<file path="config.mk">
export PLATFORM = sky130hd
export DESIGN_NAME = vector_square_mul_pipe
export DESIGN_NICKNAME = d
export VERILOG_FILES = /design/src/rtl/vector_square_mul_pipe.sv
export SDC_FILE = /design/constraint.sdc
export NUM_CORES = 2
export LEC_CHECK = 0
export CORE_MARGIN = 1
export CORE_UTILIZATION = 50
export CTS_BUF_LIST = sky130_fd_sc_hd__clkbuf_4 sky130_fd_sc_hd__clkbuf_8
export DETAILED_ROUTE_END_ITERATION = 6
export PLACE_DENSITY = 0.72
export SLEW_MARGIN = 10
export SYNTH_ARGS = -nofsm -noshare
export SYNTH_HDL_FRONTEND = slang
export SYNTH_SLANG_ARGS = --single-unit
</file>
<file path="constraint.sdc">
create_clock -name clk -period 2.15 [get_ports clk]
set_input_delay 0.215 -clock clk [delete_from_list [all_inputs] [get_ports clk]]
set_output_delay 0.215 -clock clk [all_outputs]
set_load 0.1 [all_outputs]
</file>
<file path="src/rtl/vector_square_mul_pipe.sv">
// vector_square_mul_pipe: multi-lane 2-stage pipelined square/multiply on packed {sign, mantissa, exponent} words
module vector_square_mul_pipe #(
  parameter int WORD_W = 24,
  parameter int EXP_W  = 8,
  parameter int MANT_W = 15,
  parameter int LANES  = 4
) (
  input  logic                      clk,
  input  logic                      rst_n,
  input  logic                      in_valid,
  output logic                      in_ready,
  input  logic                      mode,
  input  logic [LANES*WORD_W-1:0]   data_a,
  input  logic [LANES*WORD_W-1:0]   data_b,
  output logic                      out_valid,
  input  logic                      out_ready,
  output logic [LANES*WORD_W-1:0]   data_out,
  output logic [LANES-1:0]          ovf,
  output logic                      ovf_sticky,
  input  logic                      ovf_clr
);
  localparam int PW = 2*MANT_W;
  localparam int EW = EXP_W+2;
  logic                    advance, v1;
  logic [MANT_W-1:0]       ph_n [LANES];
  logic [MANT_W-1:0]       ph   [LANES];
  logic [EW-1:0]           e_n  [LANES];
  logic [EW-1:0]           e1   [LANES];
  logic [LANES-1:0]        s_n, s1, z_n, z1, ovf_n;
  logic [LANES*WORD_W-1:0] res;
  assign advance  = ~out_valid | out_ready;
  assign in_ready = advance;
  // Only the upper half of the product survives truncation, so stage 1 keeps just that plus a zero flag
  for (genvar g = 0; g < LANES; g++) begin : g_lane
    logic [WORD_W-1:0] wa, wb;
    logic [PW-1:0]     p;
    logic              sat;
    assign wa      = data_a[g*WORD_W +: WORD_W];
    assign wb      = mode ? data_b[g*WORD_W +: WORD_W] : wa;
    assign p       = PW'(wa[WORD_W-2:EXP_W]) * PW'(wb[WORD_W-2:EXP_W]);
    assign ph_n[g] = p[PW-1:MANT_W];
    assign z_n[g]  = p == '0;
    assign e_n[g]  = EW'(wa[EXP_W-1:0]) + EW'(wb[EXP_W-1:0]) + EW'(MANT_W);
    assign s_n[g]  = mode & (wa[WORD_W-1] ^ wb[WORD_W-1]);
    assign sat     = |e1[g][EW-1:EXP_W];
    assign ovf_n[g] = ~z1[g] & sat;
    assign res[g*WORD_W +: WORD_W] = z1[g] ? '0 :
                                     sat   ? {s1[g], {(WORD_W-1){1'b1}}} :
                                             {s1[g], ph[g], e1[g][EXP_W-1:0]};
  end
  // Both stages advance together; on stall everything holds, and output payload only changes with a real result
  always_ff @(posedge clk or negedge rst_n) begin
    if (!rst_n) begin
      v1        <= 1'b0;
      ph        <= '{default: '0};
      e1        <= '{default: '0};
      s1        <= '0;
      z1        <= '0;
      out_valid <= 1'b0;
      data_out  <= '0;
      ovf       <= '0;
    end else if (advance) begin
      v1        <= in_valid;
      out_valid <= v1;
      if (in_valid) begin
        ph <= ph_n;
        e1 <= e_n;
        s1 <= s_n;
        z1 <= z_n;
      end
      if (v1) begin
        data_out <= res;
        ovf      <= ovf_n;
      end
    end
  end
  // Sticky overflow: a transferred overflow beats a simultaneous clear
  always_ff @(posedge clk or negedge rst_n) begin
    if (!rst_n) ovf_sticky <= 1'b0;
    else if (out_valid & out_ready & |ovf) ovf_sticky <= 1'b1;
    else if (ovf_clr) ovf_sticky <= 1'b0;
  end
endmodule

</file>
# Word-level counts from Yosys, hierarchy flattened
# Cells that the tools add are included.
# totals
regBits	211
input_bits	198
out_inout_bits	103
elab_cells	73
# classes
addsub	8
multipliers	4
mux	14
bitwise	20
reduce_logical	12
# op_table
cell	count
24-bit 2-to-1 mux	8
30-bit logical NOT	4
15-bit by 15-bit multiplier with 30-bit output	4
23-bit 2-to-1 mux	4
9-bit by 4-bit adder with 10-bit output, second input constant	4
8-bit by 8-bit adder with 9-bit output	4
1-bit bitwise AND	10
2-bit OR reduction	4
1-bit inverter	5
2-bit AND reduction	2
4-bit OR reduction	1
1-bit bitwise XOR	4
1-bit 2-to-1 mux	2
2-bit nonzero test	1
1-bit bitwise OR	1

# Longest topological paths before layout
# depth
depth_word	3
ltp_mapped	28
depth_no_buf	24

# Worst setup path after synthesis
# No wires, ideal clock.
# synth_path
path_type	input-to-reg
from	input port mode
to	register z1[1]
setup_ps	92
arrival_ps	7356
t_required_ps	2058
slack_ps	-5298
path_stages	26
n_path_buf	4
path_cell_list	buf_1 -> clkbuf_1 -> mux2i_1 -> clkbuf_1 -> nor2b_1 -> fa_1 -> inv_1 -> fa_1 -> inv_1 -> fa_1 -> fa_1 -> fa_1 -> inv_1 -> fa_1 -> inv_1 -> ha_1 -> buf_6 -> a211oi_2 -> o21bai_2 -> a22o_1 -> or3_4 -> xor2_1 -> or4_4 -> nor4b_2 -> nand4_1 -> o31ai_2
# synth_via
elab_chain_len	3
# synth_lines
item	line	text
from (decl)	12	input logic mode,
24-bit 2-to-1 mux	39	assign wb = mode ? data_b[g*WORD_W +: WORD_W] : wa;
15-bit by 15-bit multiplier with 30-bit output	40	assign p = PW'(wa[WORD_W-2:EXP_W]) * PW'(wb[WORD_W-2:EXP_W]);
30-bit logical NOT	42	assign z_n[g] = p == '0;
to (signal assigned)	69	z1 <= z_n;
to (decl)	29	logic [LANES-1:0] s_n, s1, z_n, z1, ovf_n;
# No other way between the ends.
# A chain may end at the register's enable or synchronous reset.

# Worst setup path in the final report
# layout_path
from	input port data_a[37]
to	register z1[1]
# layout_via
elab_chain_len	3
# layout_lines
item	line	text
from (decl)	13	input logic [LANES*WORD_W-1:0] data_a,
24-bit 2-to-1 mux	39	
15-bit by 15-bit multiplier with 30-bit output *	40	
30-bit logical NOT *	42	
# Every way passes the cells marked *; elsewhere a longest branch is shown, timed or not.

==> flow_summary.toml <==
[critical_path]
startpoint = "data_a[37]"
required_ns = 2.63
crit_family = "adder cells"
r2r_cells = 10
r2r_start = "out_valid"
cp_common_cell = "fa_1"
slowest_delay_ns = 0.54
crit_type = "input port to flop"
worstSetupEndpointType = "flop"
path_max_fanout = 6
crit_buf_inv = 7
cpMaxStageDelayCell = "fa_1"
cp.arrival_ns = 6.73
worst_setup_path_start_kind = "input port"
path_depth = 25

[floorplan]
die_h_um = 293
ios = 301
die-area_um2 = 85900
initial_utilization_pct = 50.6
core_um2 = 83800
die_x_um = 293
num_rows = 106

[clock_network]
cts_root_buf = "clkbuf_8"
clockBufferDepth = 3
cts_tree = "yes"
path_clk_slew_ns = 0.07
cts_buffers = 38
clkSinkCount = 211
clk_latency_ns = 0.59
htree_levels = 2

[route]
viasPerCell = 5.37
route.detailed.drc = 0
dr.pass1.iters = 5
drt-initial-drc-count = 2081
vias = 37608
ant_nets = 0
wirelength_um = 129000
wl_per_cell_um = 18.4

[timing]
skew_ns = 0.0380
fin_crit_sh_pct = 290
fin_ws_ns = -4.09
slew_headroom_pct = 37.8
worst_pin_slew_ns = 0.921
setup_viol = 92
finalMaxSlewViolations = 0
hold_viol = 0
setup_tns_ns = -241.35
fmax_mhz = 160
layout_min_cycle_time_ns = 6.24
rsz0062_at_grt = "true"
hold_ws_ns = 0.206

[synthesis]
postSynthCellCount = 4826
yosys_warnings = 0
synth_area_um2 = 42400
ys_seq_area_share_pct = 12.5
synthFlopType = "dfrtp_1"
synthArstFlopShare_pct = 100
synth.cells.most_frequent = "904 x inv_1, 672 x fa_1, 614 x nand2_1"
synth.net_count = 6132
syn_area_per_cell_um2 = 8.78
synth.top_cell.area_share_pct = 31.7
synth.most_common_cell = "inv_1"
synthTopCellsByArea = "fa_1 32%, ha_1 13%, dfrtp_1 12%, inv_1 8.0%, nand2_1 5.4%"
synth-edff-count = 0
synth_area_leader_cell = "fa_1"
ys_types = 91
synth-seq-cells = 211

[placed_design]
dpl.hpwl_um = 99700
port_buffers = 300
dp_slack_ns = -4.81
place.gp.congestion = 0.979

[grt]
grt_antenna_before_repair = 2
grt_max_degree = 83
gr-total-overflow = 0
grt_pass1_wl_um = 199000
first_global_vias = 38933
track_usage_pct = 29.0

[final_layout]
multi_input_area_um2 = 35700
fillers = 6391
regArea_um2 = 5280
final_nets = 7153
drive_gt1_share_pct = 27.7
area_growth_syn_to_layout_pct = 35.1

[outcome]
violations = "setup timing"
status = "complete, but fails checks"

[flow_run]
drv_cap = 0

[worst_hold_path]
hold_class = "input port to async pin"
-- sequential cells by signal (all words and copies together) (netlist names) --
name,count
data_out,96
e1,40
v1,1
z1,4
ovf_sticky,1
ph,60
out_valid,1
ovf,4
s1,4
-- final cells by class --
cell class,count,area share (%)
antenna,2,0.00874
clock buffer,53,1.22
clock inverter,13,0.352
inverter,907,5.97
multi-input combinational,3481,62.3
sequential,211,9.22
tap,1134,2.48
timing repair buffer,1208,18.4
-- cell families after synthesis --
| group | count (synthesis) | share of synthesized area [%] |
|---|---|---|
| AO/OA/AOI/OAI | 657 | 10.4 |
| adder cells (fa/ha/maj) | 1108 | 44.6 |
| XOR/XNOR | 79 | 1.63 |
| flip-flops | 211 | 12.5 |
| multiplexers | 108 | 2.72 |
| AND/OR/NAND/NOR | 1528 | 18.0 |
| buffers and inverters | 1135 | 10.2 |
-- placed cells by master, fill, tap and decap left out, drive strengths merged, types with 26 or more instances in the layout --
cell type	Yosys	layout
mux2	58	58
nand2b	48	48
buf	17	1008
xnor2	53	53
clkbuf	209	57
nor2b	319	319
a211oi	26	26
nand2	614	614
fa	672	672
ha	436	436
nor3	35	35
o21bai	30	30
and2	214	214
o21ai	168	168
nor2	163	163
clkdlybuf4s50	0	167
dfrtp	211	211
mux2i	50	51
o21a	39	39
xor2	26	26
inv	907	907
nand3	32	32
o31ai	109	109
a21oi	110	110
a21o	37	37
-- final timing paths --
check	endpoint	slack [ns]
min in group clk	ovf_sticky	0.22
worst max-delay path	z1[1]	-4.09
max in group asynchronous	ph[43]	1.19
worst min-delay path	e1[39]	0.21
worst min register to register	ph[48]	0.47
worst max register to register	z1[0]	-0.60
-- per-stage QoR --
step | instance area (µm²) | cells | util (%)
finish | 57300 | 7009 | 68.3
global route | 57300 | 7008 | 68.3
CTS | 55000 | 6930 | 65.6
detailed placement | 52100 | 6816 | 62.2
global placement | 52100 | 6816 | 62.2
floorplan | 43000 | 4826 | -
-- routing by layer --
layer	track usage (%)	share of wire [%]	wire length, µm	vias to the layer above
met4	11.3	4.7	6010	0
met2	48.9	48	62300	1291
met1	37.6	41	53000	18762
met5	0	0	0	-
met3	4.12	6.1	7830	322
li1	-	-	-	17233
-- worst reg2reg max path, cell delays in order (launching register included) --
cell and delay [ns]:
dfrtp_1 0.39, nand2b_1 0.20, and2_2 0.35, and4_1 0.29
o2111ai_2 0.16, a2111oi_4 0.37, buf_4 0.18, o2111a_1 0.19
nor4b_4 0.26, nand4_1 0.13, o21ai_1 0.14
-- what timing repair did --
action / 4_1_cts / 5_1_grt
pin swaps: 133 / 230
hold buffers: 1 / 0
gates cloned: 6 / 3
endpoints found under the hold margin: 94 / 0
setup endpoints to repair: 98 / 99
gates resized for setup: 327 / 410
buffers inserted: 44 / 95
Power is not shown: default switching activity piles up to over one toggle a cycle in this logic, so the estimate is an artifact.
